==> config.mk <==
export PLATFORM = sky130hd
export DESIGN_NAME = vram_line_fetcher
export DESIGN_NICKNAME = d
export VERILOG_FILES = /design/src/rtl/vram_line_fetcher.sv
export SDC_FILE = /design/constraint.sdc
export NUM_CORES = 1
export LEC_CHECK = 0
export ABC_CLOCK_PERIOD_IN_PS = 2600
export CORE_ASPECT_RATIO = 0.8
export CORE_MARGIN = 8
export CORE_UTILIZATION = 54
export CTS_CLUSTER_SIZE = 20
export DETAILED_ROUTE_END_ITERATION = 6
export GPL_TIMING_DRIVEN = 0
export PLACE_DENSITY_LB_ADDON = 0.3
export SYNTH_ARGS = -nofsm -noshare
export SYNTH_HDL_FRONTEND = slang
export SYNTH_SLANG_ARGS = --single-unit
==> constraint.sdc <==
create_clock -name clock -period 2.6 [get_ports clock]
set_input_delay 0.52 -clock clock [delete_from_list [all_inputs] [get_ports clock]]
set_output_delay 0.52 -clock clock [all_outputs]
set_load 0.01 [all_outputs]
==> src/rtl/vram_line_fetcher.sv <==
// Small generic FIFO: power-of-two depth, push/pop in the same cycle, synchronous flush.
// Latency: a pushed word is visible on rd_dat/rd_vld the cycle after the push.
// Backpressure: the caller must not push when full; rd_vld drops only once the FIFO is empty.
// Ports: clock/reset, flush, wr_vld/wr_dat (push), rd_rdy (pop), rd_vld/rd_dat (head), count.
module vlf_fifo #(
    parameter int W     = 8,
    parameter int DEPTH = 4,
    localparam int AW   = $clog2(DEPTH)
) (
    input  logic          clock,
    input  logic          reset,
    input  logic          flush,
    input  logic          wr_vld,
    input  logic [W-1:0]  wr_dat,
    input  logic          rd_rdy,
    output logic          rd_vld,
    output logic [W-1:0]  rd_dat,
    output logic [AW:0]   count
);
    logic [W-1:0]  store [DEPTH];
    logic [AW-1:0] wr_ptr;
    logic [AW-1:0] rd_ptr;
    logic          wr_en;
    logic          rd_en;

    assign rd_vld = (count != '0);
    // Head is forced to zero when empty so the stream outputs read zero at rest.
    assign rd_dat = rd_vld ? store[rd_ptr] : '0;
    assign wr_en  = wr_vld && !flush;
    assign rd_en  = rd_vld && rd_rdy && !flush;

    always_ff @(posedge clock or posedge reset) begin
        if (reset) begin
            wr_ptr <= '0;
            rd_ptr <= '0;
            count  <= '0;
        end else if (flush) begin
            wr_ptr <= '0;
            rd_ptr <= '0;
            count  <= '0;
        end else begin
            if (wr_en) wr_ptr <= wr_ptr + 1'b1;
            if (rd_en) rd_ptr <= rd_ptr + 1'b1;
            case ({wr_en, rd_en})
                2'b10:   count <= count + 1'b1;
                2'b01:   count <= count - 1'b1;
                default: count <= count;
            endcase
        end
    end

    always_ff @(posedge clock) begin
        if (wr_en) store[wr_ptr] <= wr_dat;
    end
endmodule

// Burst reader: streams `length` consecutive RAM words starting at base_addr out as valid/ready.
// Latency: first out_valid two edges after the start edge; one word per cycle while out_ready is high.
// Backpressure: reads are issued only while buffered + in-flight words fit in the FIFO, so it never overflows.
// Ports: clock/reset; start/base_addr/length/abort control; mem_addr/mem_rd/mem_q RAM port B;
//        out_data/out_valid/out_ready/out_last stream; busy/done status.
module vram_line_fetcher #(
    parameter int DATA_W = 8,
    parameter int ADDR_W = 10,
    parameter int DEPTH  = 4
) (
    input  logic              clock,
    input  logic              reset,
    input  logic              start,
    input  logic [ADDR_W-1:0] base_addr,
    input  logic [ADDR_W:0]   length,
    input  logic              abort,
    output logic [ADDR_W-1:0] mem_addr,
    output logic              mem_rd,
    input  logic [DATA_W-1:0] mem_q,
    output logic [DATA_W-1:0] out_data,
    output logic              out_valid,
    input  logic              out_ready,
    output logic              out_last,
    output logic              busy,
    output logic              done
);
    localparam int CW = $clog2(DEPTH) + 1;
    localparam logic [CW:0] DEPTH_V = (CW+1)'(DEPTH);

    typedef enum logic [1:0] {IDLE, FETCH, DRAIN} state_t;

    state_t            state_q, state_d;
    logic [ADDR_W-1:0] addr_q, addr_d;
    logic [ADDR_W:0]   left_q, left_d;
    logic              infl_q;
    logic              infl_last_q;
    logic              done_q;
    logic              done_set;
    logic              burst_end;
    logic              flush;
    logic              last_issue;
    logic [CW-1:0]     fifo_cnt;
    logic [CW:0]       occupancy;
    logic              fifo_wr_vld;

    // Words already buffered plus the one possibly returning from RAM this cycle.
    assign occupancy  = {1'b0, fifo_cnt} + {{CW{1'b0}}, infl_q};
    assign last_issue = (left_q == (ADDR_W+1)'(1));
    assign flush      = abort && (state_q != IDLE);
    // The return of a read issued just before an abort is dropped here.
    assign fifo_wr_vld = infl_q && !flush;

    always_comb begin
        state_d   = state_q;
        addr_d    = addr_q;
        left_d    = left_q;
        done_set  = 1'b0;
        burst_end = 1'b0;
        mem_rd    = 1'b0;
        case (state_q)
            IDLE: begin
                if (start) begin
                    if (length != '0) begin
                        state_d = FETCH;
                        addr_d  = base_addr;
                        left_d  = length;
                    end else begin
                        done_set = 1'b1;
                    end
                end
            end
            FETCH: begin
                if (abort) begin
                    state_d  = IDLE;
                    done_set = 1'b1;
                end else if ((left_q != '0) && (occupancy < DEPTH_V)) begin
                    mem_rd = 1'b1;
                    addr_d = addr_q + 1'b1;
                    left_d = left_q - 1'b1;
                    if (last_issue) state_d = DRAIN;
                end
            end
            DRAIN: begin
                if (abort) begin
                    state_d  = IDLE;
                    done_set = 1'b1;
                end else if (out_valid && out_ready && out_last) begin
                    state_d   = IDLE;
                    burst_end = 1'b1;
                end
            end
            default: state_d = IDLE;
        endcase
    end

    always_ff @(posedge clock or posedge reset) begin
        if (reset) begin
            state_q     <= IDLE;
            addr_q      <= '0;
            left_q      <= '0;
            infl_q      <= 1'b0;
            infl_last_q <= 1'b0;
            done_q      <= 1'b0;
        end else begin
            state_q     <= state_d;
            addr_q      <= addr_d;
            left_q      <= left_d;
            infl_q      <= mem_rd;
            infl_last_q <= mem_rd && last_issue;
            done_q      <= done_set;
        end
    end

    // The last flag travels with its data word through the FIFO.
    vlf_fifo #(.W(DATA_W + 1), .DEPTH(DEPTH)) u_fifo (
        .clock  (clock),
        .reset  (reset),
        .flush  (flush),
        .wr_vld (fifo_wr_vld),
        .wr_dat ({infl_last_q, mem_q}),
        .rd_rdy (out_ready),
        .rd_vld (out_valid),
        .rd_dat ({out_last, out_data}),
        .count  (fifo_cnt)
    );

    assign mem_addr = addr_q;
    assign busy     = (state_q != IDLE);
    // Normal completion pulses in the final transfer cycle; abort/zero-length pulse a cycle later.
    assign done     = done_q || burst_end;
endmodule

Yosys cells after proc, flatten, opt, wreduce, memory -nomap -nowiden
Memories as Yosys holds them, arrays and structs flattened.
Cells that the tools add are included.
- flip-flop bits (word level): 33
- latch bits: 0
- memory bits (writable): 36
- memory bits (read-only): 0
- output and inout bits: 23
- logic and storage cells: 89
- memories kept: 1
- $add $sub $neg: 7
- $mul: 0
- divide/modulo/power cells: 0
- order comparisons: 1
- equal/unequal tests: 12
- shift-type cells: 0
- mux-type cells: 37
- bitwise gates (word level): 0
- reduce and logical (&&, ||, !) cells: 22
- memory list (name ; depth ; width ; rd ports ; clocked after memory_dff ; write ports ; RTL line ; text):
    u_fifo.store ; 4 ; 9 ; 1 ; 0 ; 1 ; 20 ; logic [W-1:0] store [DEPTH];
- operator list (cell ; number):
    11-bit 2-to-1 mux ; 4
    10-bit 2-to-1 mux ; 4
    2-bit 2-to-1 mux ; 11
    11-bit case mux with 2 select lines ; 1
    11-bit nonzero test ; 2
    10-bit case mux with 2 select lines ; 1
    11-bit by 1-bit == test with 1-bit output (second input constant) ; 1
    1-bit 2-to-1 mux ; 11
    11-bit by 1-bit subtractor with 11-bit output (second input constant) ; 1
    10-bit by 1-bit adder with 10-bit output (second input constant) ; 1
    5-bit AND reduction ; 2
    9-bit 2-to-1 mux ; 1
    3-bit != test (second input constant) ; 3
    1-bit logical AND ; 8
    2-bit != test (second input constant) ; 4
    2-bit nonzero test ; 4
    2-bit case mux with 3 select lines ; 1
    3-bit case mux with 2 select lines ; 1
    3-bit nonzero test ; 2
    2-bit by 1-bit adder with 2-bit output (second input constant) ; 2
    3-bit by 1-bit adder with 4-bit output ; 1
    2-bit by 1-bit == test with 1-bit output (second input constant) ; 2
    2-bit == test (second input constant) ; 2
    4-bit by 3-bit < comparator with 1-bit output (second input constant) ; 1
    other kinds (8) ; 8

Longest topological paths before layout
Gate-level depths: netlist of the first run.
- depth in word-level cells: 8
- depth in mapped cells: 9
- mapped depth without buffers: 9

Cells and area by module
Synthesis of the first run repeated with hierarchy kept, for this count alone.
- cell total of the unflattened synthesis: 310
- area total of the unflattened synthesis: 3562.2 um^2
- by module, submodules not included (module ; times used ; cells an instance ; area each (um^2) ; seq. area each (um^2)):
    vlf_fifo ; 1 ; 109 ; 1873.0 ; 1256.2
    vram_line_fetcher ; 1 ; 201 ; 1689.1 ; 650.6

Worst setup path before layout of the first run
Ideal clock, no wire load.
- path kind: input -> register
- from: input port abort
- to: register u_fifo.count[2]
- data arrival time: 2.216 ns
- required time: 2.465 ns
- slack: 0.249 ns
- stages on the path: 9
- path buffers: 1
- path through: clkbuf_1 > inv_1 > nor2_1 > nor3_1 > fa_1 > or3_1 > nand2_1 > xnor2_1 > nor2_1
- cells in the longest elaborated chain, start to end: 7
- elaborated cells on any way between the ends: 10
- classes of those cells: eq/ne: 2; mux: 2; reduce/logical: 6
- ends and longest elaborated chain (element ; RTL line ; text):
    start: declaration ; 72 ; input logic abort,
    1-bit logical AND * ; 105 ; assign flush = abort && (state_q != IDLE);
    1-bit logical NOT ; 29, 30, 107 ;
    1-bit logical AND ; 107 ; assign fifo_wr_vld = infl_q && !flush;
    1-bit logical AND ; 29 ; assign wr_en = wr_vld && !flush;
    2-bit by 1-bit == test with 1-bit output or 2-bit == test (tied branches) ; 44 ; case ({wr_en, rd_en})
    3-bit case mux with 2 select lines ; 44 ;
    3-bit 2-to-1 mux ; 37 ; end else if (flush) begin
    end signal: assignment ; 45 ; 2'b10: count <= count + 1'b1;
    end signal: assignment ; 46 ; 2'b01: count <= count - 1'b1;
    end signal: assignment ; 47 ; default: count <= count;
    end: declaration ; 18 ; output logic [AW:0] count
Mark *: on every way between the ends. The rest lies on a longest branch, timed or not.
A chain may end at the register's enable or synchronous reset.

Final worst setup path of the first run
- from: register u_fifo.rd_ptr[0]
- to: output port out_data[0]
- cells in the longest elaborated chain, start to end: 2
- ends and longest elaborated chain (element ; RTL line ; text):
    start: declaration ; 22 ; logic [AW-1:0] rd_ptr;
    start signal: assignment ; 43 ; if (rd_en) rd_ptr <= rd_ptr + 1'b1;
    memory read 4 x 9 bit ; - ;
    9-bit 2-to-1 mux ; 28 ; assign rd_dat = rd_vld ? store[rd_ptr] : '0;
    end: declaration ; 76 ; output logic [DATA_W-1:0] out_data,
Every way passes these cells.

==> results.ini, run 1 <==
[place]
pre_cts_slack_ns = -0.4993
place_hpwl_um = 6063
gp_congestion = 0.8986
numPortBuffers = 55
dp_cells = 443

[worst_setup_path]
arrival_ns = 2.03
crit_fanout = 10
crit_chain = buf_12 -> mux4_2 -> nor2b_1 -> clkdlybuf4s50_1
cpMaxStageDelayCell = mux4_2
start_kind = flop
r2r_slack_ns = 0.20
crit_type = flop to primary output
cp_top_family = buffers and inverters
cp-end-kind = primary output
crit_required_ns = 2.08
max_stage_delay_ns = 0.50
path_buf_inv = 2

[yosys]
synth_cell_types = 56
synth_cells = 304
synthesis.area_mm2 = 0.003566
synth_flop_cell = edfxtp_1
synth_nets = 351
yosys_warnings = 0
synth_seq_cells = 69
seq_area_frac_synth = 0.5347
avgSynthCellArea_um2 = 11.73
synth_edf_count = 36
synthArstFlopShare = 0.4783

[clock_network]
insertion_delay_ns = 0.35
cts_tree = done
clk_pin_slew_ns = 0.08
numCtsBuffers = 9
htree_levels = 3
cts.sinks = 69
clock-root-buffer = clkbuf_8
clock_path_buffers = 2

[global_route]
grt_pass1_wl_um = 13740
grtUsageTotal = 0.1865
grt_max_degree = 34
antenna_found_initial = 0
grt_pass1_vias = 2784
gr-total-overflow = 0

[sta]
tightest_slew_ns = 0.7224
clock_skew_ns = 0.01034
drv_slew = 0
relSlewSlack = 0.5177
setup_slack_ns = 0.04820
setup_viol = 0
max_freq_mhz = 391.9
period_minus_slack_ns = 2.552
final.period_utilization = 0.9815
hold_violations = 0

[floorplanning]
pin_count = 57
rows = 26
die_y_um = 88.68
die_area_mm2 = 0.009476
start_util = 0.5593
dieWidth_um = 106.9
core_area_mm2 = 0.006376

[pwr]
power_mw = 5.294
p_leak_nw = 1.795
vdd_drop_max_v = 0.0006447
p_per_area_mw_per_mm2 = 1156

[drt]
viasPerCell = 6.085
drtPass1Iterations = 5
wl_per_cell_um = 18.75
initialDrtViolationCount = 239
ant_nets = 0
drcViolationCount = 0
drt_wl_total_um = 8773
num_vias = 2848

[cells_and_area]
drive_gt1_frac = 0.1458
area_delta_synth_final_pct = 28.42
n_antenna_cell = 0
fin_cells = 468
nets = 426
utilization = 0.7182

[outcome]
status = completed

[flow_run]
max_cap_viol_count = 0

[hold_path]
hold_path_class = flop to flop

-- area by class of cell --
| cell class | count | area, µm² |
|---|---|---|
| Buffer | 13 | 86.33 |
| Clock buffer | 10 | 127.6 |
| Clock inverter | 6 | 71.32 |
| Fill cell | 449 | 1797 |
| Inverter | 15 | 61.31 |
| Multi-Input combinational cell | 206 | 1587 |
| Sequential cell | 69 | 1907 |
| Tap cell | 84 | 105.1 |
| Timing Repair Buffer | 65 | 634.4 |
-- report_power, final --
| group | leakage (nW) | switching, mW | total [mW] | internal (mW) |
|---|---|---|---|---|
| logic | 0.975 | 1.31 | 2.60 | 1.29 |
| clock network | 0.0935 | 0.427 | 0.879 | 0.451 |
| registers | 0.727 | 0.372 | 1.82 | 1.45 |
| total | 1.80 | 2.11 | 5.29 | 3.18 |
-- registers in the layout, indices dropped and copies added, names as in the netlist --
signal / count
infl_last_q: 1
left_q: 11
done_q: 1
mem_addr: 10
u_fifo.rd_ptr: 2
u_fifo.count: 3
infl_q: 1
state_q: 2
u_fifo.wr_ptr: 2
u_fifo.store: 36
-- logic make-up (layout without fill, tap and decap cells) --
kind of cell             count (synthesis)  after routing  share of synthesized area
buffers and inverters                   29            109                    0.03333
multiplexers                            19             19                    0.08175
AND/OR/NAND/NOR                         98             98                     0.1519
XOR/XNOR                                 6              6                    0.01474
AO/OA/AOI/OAI                           70             70                     0.1358
adder cells (fa/ha/maj)                 13             13                    0.04772
flip-flops                              69             69                     0.5347
-- layer usage --
metal | global-route usage | part of all wire | up-vias
met1 | 0.2398 | 0.44 | 1390
met2 | 0.2946 | 0.48 | 130
met4 | 0.05732 | 0.015 | 0
li1 | - | - | 1308
met5 | 0 | 0 | -
met3 | 0.05968 | 0.074 | 20
-- cells in the final DEF, fill, tap and decap left out, types with 3 or more instances in the layout --
cell             synthesis  final
a21oi_1                 20     20
a31oi_1                 11     11
and3_1                   8      8
buf_4                    1     11
clkbuf_1                 6      6
clkbuf_8                 0      9
clkdlybuf4s50_1          0     50
dfrtp_1                 33     33
dlymetal6s2s_1           0      4
edfxtp_1                36     36
ha_1                    12     12
inv_1                   14     13
mux2i_1                 10      9
mux4_2                   8      8
nand2_1                 14     14
nand2b_1                 3      3
nand3_1                  8      8
nand4_1                  4      4
nor2_1                  24     22
nor2b_1                 10     10
nor3_1                   9      8
o21ai_0                  7      7
o22a_1                   6      6
o22ai_1                  6      6
xor2_1                   4      4
-- final timing paths --
| path | depth (start not counted) | startpoint | to |
|---|---|---|---|
| max | 4 | u_fifo.rd_ptr[0] | out_data[0] |
| min | 0 | infl_last_q | u_fifo.store[1][8] |
| max reg2reg | 7 | u_fifo.count[0] | u_fifo.count[2] |
| min reg2reg | 0 | infl_last_q | u_fifo.store[1][8] |
| max in group asynchronous | 2 | reset | u_fifo.count[2] |
| min in group asynchronous | 2 | reset | mem_addr[7] |
-- cells in the mapped netlist (2+ instances only) --
library cell,instances,area share
o21ai_1,2,0.0028
and4_1,2,0.0049
nand4b_1,2,0.0049
buf_2,5,0.0070
a21oi_1,20,0.028
nor2_1,24,0.025
mux4_2,8,0.051
nand3b_1,2,0.0042
nand2_1,14,0.015
xnor2_1,2,0.0049
edfxtp_1,36,0.30
o21ai_0,7,0.0098
nor3_1,9,0.013
o22a_1,6,0.015
clkbuf_1,6,0.0063
inv_1,14,0.015
nor3b_1,2,0.0042
nand2b_1,3,0.0053
a31oi_1,11,0.019
dfrtp_1,33,0.23
nand4_1,4,0.0070
mux2i_1,10,0.028
nor2b_1,10,0.018
buf_1,2,0.0021
ha_1,12,0.042
o22ai_1,6,0.011
nand3_1,8,0.011
and2_1,2,0.0035
and3_1,8,0.014
a32o_1,2,0.0056
a41oi_1,2,0.0049
xor2_1,4,0.0098
nor4_1,3,0.0053
-- stage by stage --
stage | hold WS [ns] | TNS [ns] | instance area (µm²)
6_report | 0.4983 | 0 | 4579
5_1_grt | 0.5191 | -0.01011 | 4579
4_1_cts | 0.4969 | 0 | 4507
3_5_place_dp | 0.4869 | -4.358 | 4222
3_3_place_gp | 0.4686 | -2.720 | 4222
2_1_floorplan | 0.4547 | 0 | 3566
-- what timing repair did --
| item | in CTS | in global routing |
|---|---|---|
| hold buffers | 0 | 0 |
| setup buffers | 5 | 5 |
| endpoints found under the setup margin | 12 | 10 |
| gates resized for setup | 14 | 10 |
| pin swaps | 2 | 0 |
(Power assumes the default switching activity.)
==> inputs of run 2 (changes only) <==
- CORE_ASPECT_RATIO: 0.8 -> 0.5
==> run 2 against run 1 <==
Against the previous run:
- design area up 1.7%
- worst hold slack worse by 0.00090 ns
- fmax up 1.3%
- first-iteration DRC count up 51%
- critical path type unchanged
==> results.ini, run 2 (synthesis gave the netlist of run 1 again) <==
[sta]
setup_viol = 0
hold_violations = 0
setup_slack_ns = 0.08041
relSlewSlack = 0.5187
tns_ns = 0
max_freq_mhz = 396.9
clock_skew_ns = 0.005385
fin_hold_ws_ns = 0.4974
drv_slew = 0
tightest_slew_ns = 0.7210
period_minus_slack_ns = 2.520
final.period_utilization = 0.9691

[drt]
ant_nets = 0
drcViolationCount = 0
initialDrtViolationCount = 362
drtPass1Iterations = 5
num_vias = 2750
viasPerCell = 5.802
wl_per_cell_um = 18.04
drt_wl_total_um = 8549

[worst_setup_path]
r2r_slack_ns = 0.27
max_stage_delay_ns = 0.48
crit_type = flop to primary output
start_kind = flop
crit_fanout = 10
crit_required_ns = 2.08
crit_chain = buf_12 -> mux4_2 -> nor2b_1 -> clkdlybuf4s50_1
reg2regPathDepth = 9
cpMaxStageDelayCell = mux4_2
cp-end-kind = primary output
path_buf_inv = 2
worstReg2RegEnd = left_q[9]
worstReg2RegStart = state_q[1]
cp_top_family = buffers and inverters
arrival_ns = 2.00
crit_start = u_fifo.rd_ptr[0]
cp.depth = 4

[clock_network]
cts.sinks = 69
cts_tree = done
numCtsBuffers = 9
clock-root-buffer = clkbuf_16
insertion_delay_ns = 0.33
clk_pin_slew_ns = 0.05
clock_path_buffers = 2
htree_levels = 3
cts_hold_buf = 0

[pwr]
p_switching_mw = 2.065
vdd_drop_max_v = 0.0006125
power_mw = 5.533
p_per_area_mw_per_mm2 = 1188
swShare = 0.3733
p_int_mw = 3.467
pwr-share-clk = 0.214
power_frac_comb = 0.464
p_leak_nw = 1.782
seqPwrFrac = 0.322

[floorplanning]
rows = 21
pin_count = 57
die_y_um = 73.46
dieWidth_um = 130.9
die_area_mm2 = 0.009617
core_area_mm2 = 0.006543
start_util = 0.5450

[cells_and_area]
area_delta_synth_final_pct = 30.63
n_antenna_cell = 0
final_cell_mix = clkdlybuf4s50_1 (54), edfxtp_1 (36), dfrtp_1 (32), nor2_1 (22), a21oi_1 (20)
nets = 425
largest_register_ffs = 36
final_common_cell = clkdlybuf4s50_1
drive_gt1_frac = 0.1466
regMostFlops = u_fifo.store

[place]
numPortBuffers = 55
place_hpwl_um = 5966
pre_cts_slack_ns = -0.4751
gp_congestion = 0.8916

[global_route]
gr-total-overflow = 0
grt_pass1_vias = 2788
grtUsageTotal = 0.1917
grt_pass1_wl_um = 14130
antenna_found_initial = 0
grt_max_degree = 34

[hold_path]
hold_path_class = flop to flop
hold_end = u_fifo.store[1][8]
hp-start = infl_last_q
whs_path_depth = 0

[outcome]
status = completed

[flow_run]
max_cap_viol_count = 0

-- run 2: changes by cell type in the layout (fill, tap and decap cells not counted), sizes merged --
| cell | change |
|---|---|
| buf | -2 |
| clkdlybuf4s50 | +4 |
| clkinv | +3 |
| clkinvlp | -1 |
| dlymetal6s2s | -4 |
| inv | -2 |
-- run 2: per-layer routing --
metal	global-route usage	up-vias	part of all wire
li1	-	1302	-
met1	0.2336	1356	0.42
met2	0.3227	86	0.51
met3	0.05141	6	0.058
met4	0.06810	0	0.0069
met5	0	-	0
-- run 2: area by class of cell --
class,instances,area [µm²]
Clock inverter,6,65.06
Sequential cell,69,1908
Inverter,15,61.31
Fill cell,471,1884
Buffer,14,90.09
Timing Repair Buffer,63,609.3
Clock buffer,9,225.2
Multi-Input combinational cell,206,1584
Tap cell,92,115.1
-- run 2: how the worst max path moves through the flow --
stage	slack, ns	end
finish	0.08	out_data[2]
detailed placement	-0.48	done
CTS	0.0004	out_data[2]
global route	-0.003	out_data[2]
floorplan	0.25	u_fifo.count[2]
global placement	-0.47	done
-- run 2: power by group through the flow --
stage	logic, mW	registers (mW)	clock network (mW)
finish	2.57	1.78	1.18
global placement	2.32	1.75	0
detailed placement	2.39	1.77	0
global route	2.82	1.82	1.24
floorplan	1.52	1.74	0
CTS	2.51	1.78	1.20
-- run 2: what timing repair did --
action,4_1_cts,5_1_grt
buffers inserted,3,5
resized for setup,17,4
pin swaps,2,0
setup endpoints to repair,12,20
-- run 2: stage by stage --
step / cells / area [µm²] / util
2_1_floorplan: 304 / 3566 / -
3_3_place_gp: 451 / 4232 / 0.6468
3_5_place_dp: 451 / 4232 / 0.6468
4_1_cts: 469 / 4601 / 0.7032
5_1_grt: 474 / 4658 / 0.7120
6_report: 474 / 4658 / 0.7120
==> inputs of run 3 (changes only) <==
- SKIP_CTS_REPAIR_TIMING: unset -> 1
==> run 3 against run 2 <==
Against the previous run:
- critical path depth is the same
- design area increased by 1.0%
- via count rose by 1.8%
- sequential share of layout area is 0.41 points lower
- register-to-register slack got worse by 0.04 ns
- combinational power is 2% higher
- die area stayed put
- sequential cell count is the same
- first-iteration DRC count is 1.9% higher
- utilization rose by 0.73 points
- final cell count up 1.3%
- critical path type unchanged
- largest cell class unchanged
- largest power group unchanged
- highest routed layer unchanged
==> results.ini, run 3 (synthesis gave the netlist of run 1 again) <==
[outcome]
status = completed

[cells_and_area]
n_fill_cell = 467
utilization = 0.7193
area_delta_synth_final_pct = 31.96
multi_input_area_mm2 = 0.001584
regArea_mm2 = 0.001908
n_antenna_cell = 0
final_area_mm2 = 0.004706
final_common_cell = clkdlybuf4s50_1
final_cell_mix = clkdlybuf4s50_1 (54), edfxtp_1 (36), dfrtp_1 (32), nor2_1 (22), a21oi_1 (20)
regMostFlops = u_fifo.store
drive_gt1_frac = 0.1598
nets = 431
largest_register_ffs = 36

[drt]
num_vias = 2800
wl_per_cell_um = 18.07
drt_wl_total_um = 8675
drcViolationCount = 0
ant_nets = 0
viasPerCell = 5.833
drtPass1Iterations = 5
initialDrtViolationCount = 369

[worst_setup_path]
crit_type = flop to primary output
crit_fanout = 10
arrival_ns = 2.01
max_stage_delay_ns = 0.48
cp_top_family = buffers and inverters
path_buf_inv = 2
start_kind = flop
crit_chain = buf_12 -> mux4_2 -> nor2b_1 -> clkdlybuf4s50_1
cpMaxStageDelayCell = mux4_2
crit_required_ns = 2.08
cp-end-kind = primary output

[sta]
drv_slew = 0
hold_violations = 0
period_minus_slack_ns = 2.528
clock_skew_ns = 0.005224
tightest_slew_ns = 0.7111
setup_viol = 0
final.period_utilization = 0.9724
relSlewSlack = 0.5252
tns_ns = 0
max_freq_mhz = 395.6

[clock_network]
cts_tree = done
cts.sinks = 69
numCtsBuffers = 9
insertion_delay_ns = 0.33
htree_levels = 3
clock_path_buffers = 2
clk_pin_slew_ns = 0.05
clock-root-buffer = clkbuf_16

[global_route]
grt_max_degree = 34
grtUsageTotal = 0.1905
gr-total-overflow = 0
grt_pass1_wl_um = 14040
antenna_found_initial = 0
grt_pass1_vias = 2775

[floorplanning]
rows = 21
pin_count = 57
core_area_mm2 = 0.006543
start_util = 0.5450
die_area_mm2 = 0.009617
dieWidth_um = 130.9
die_y_um = 73.46

[flow_run]
max_cap_viol_count = 0

[place]
post_dp_cell_area_mm2 = 0.004232
numPortBuffers = 55
place_hpwl_um = 5966
gp_congestion = 0.8916

[pwr]
power_mw = 5.581
vdd_drop_max_v = 0.0006147
p_leak_nw = 1.821
p_per_area_mw_per_mm2 = 1186

[hold_path]
hold_path_class = flop to flop

[run 3: report_power, final]
| part | internal [mW] | switching (mW) |
|---|---|---|
| Clock | 0.736 | 0.446 |
| Combinational | 1.32 | 1.30 |
| Sequential | 1.45 | 0.332 |
[run 3: area by class of cell]
| cell class | instances | share of cell area |
|---|---|---|
| flip-flops and latches | 69 | 0.4055 |
| multi-input cells | 206 | 0.3366 |
| repair buffers | 69 | 0.1399 |
| clock buffers | 9 | 0.04786 |
| well taps | 92 | 0.02446 |
| plain buffers | 14 | 0.01914 |
| clock inverters | 6 | 0.01383 |
| inverters | 15 | 0.01276 |
[run 3: worst reg2reg max path, cell delays in order (launching register included)]
cell and delay, ns:
dfrtp_1 0.41, inv_1 0.11, ha_1 0.16, buf_6 0.15, mux2i_1 0.10, a31oi_2 0.43, o221ai_2 0.33, buf_4 0.27
o21ai_0 0.17, o21ai_0 0.10
[run 3: final timing paths]
kind                                  startpoint                 end  slack [ns]  cells past startpoint
worst max-delay path            u_fifo.rd_ptr[0]         out_data[2]        0.07                      4
worst min-delay path                 infl_last_q  u_fifo.store[1][8]        0.50                      0
worst max register to register        state_q[1]           left_q[9]        0.23                      9
worst min register to register       infl_last_q  u_fifo.store[1][8]        0.50                      0
max in group asynchronous                  reset    u_fifo.rd_ptr[0]        1.47                      2
min in group asynchronous                  reset         mem_addr[1]        0.63                      2
[run 3: stage by stage]
step                      hold WS [ns]  worst slack (ns)  std cells
after floorplan                 0.4547            0.2488        304
after global placement          0.4624           -0.4664        451
after detailed placement        0.4893           -0.4751        451
after CTS                       0.4994           -0.8346        466
after global routing            0.5072          -0.01411        480
final                           0.4962           0.07188        480
[run 3: layer usage]
metal / global-route usage / up-vias / part of all wire
met5: 0 / - / 0
met4: 0.06936 / 0 / 0.0095
met3: 0.05141 / 10 / 0.053
met2: 0.3210 / 86 / 0.51
met1: 0.2313 / 1388 / 0.42
li1: - / 1316 / -
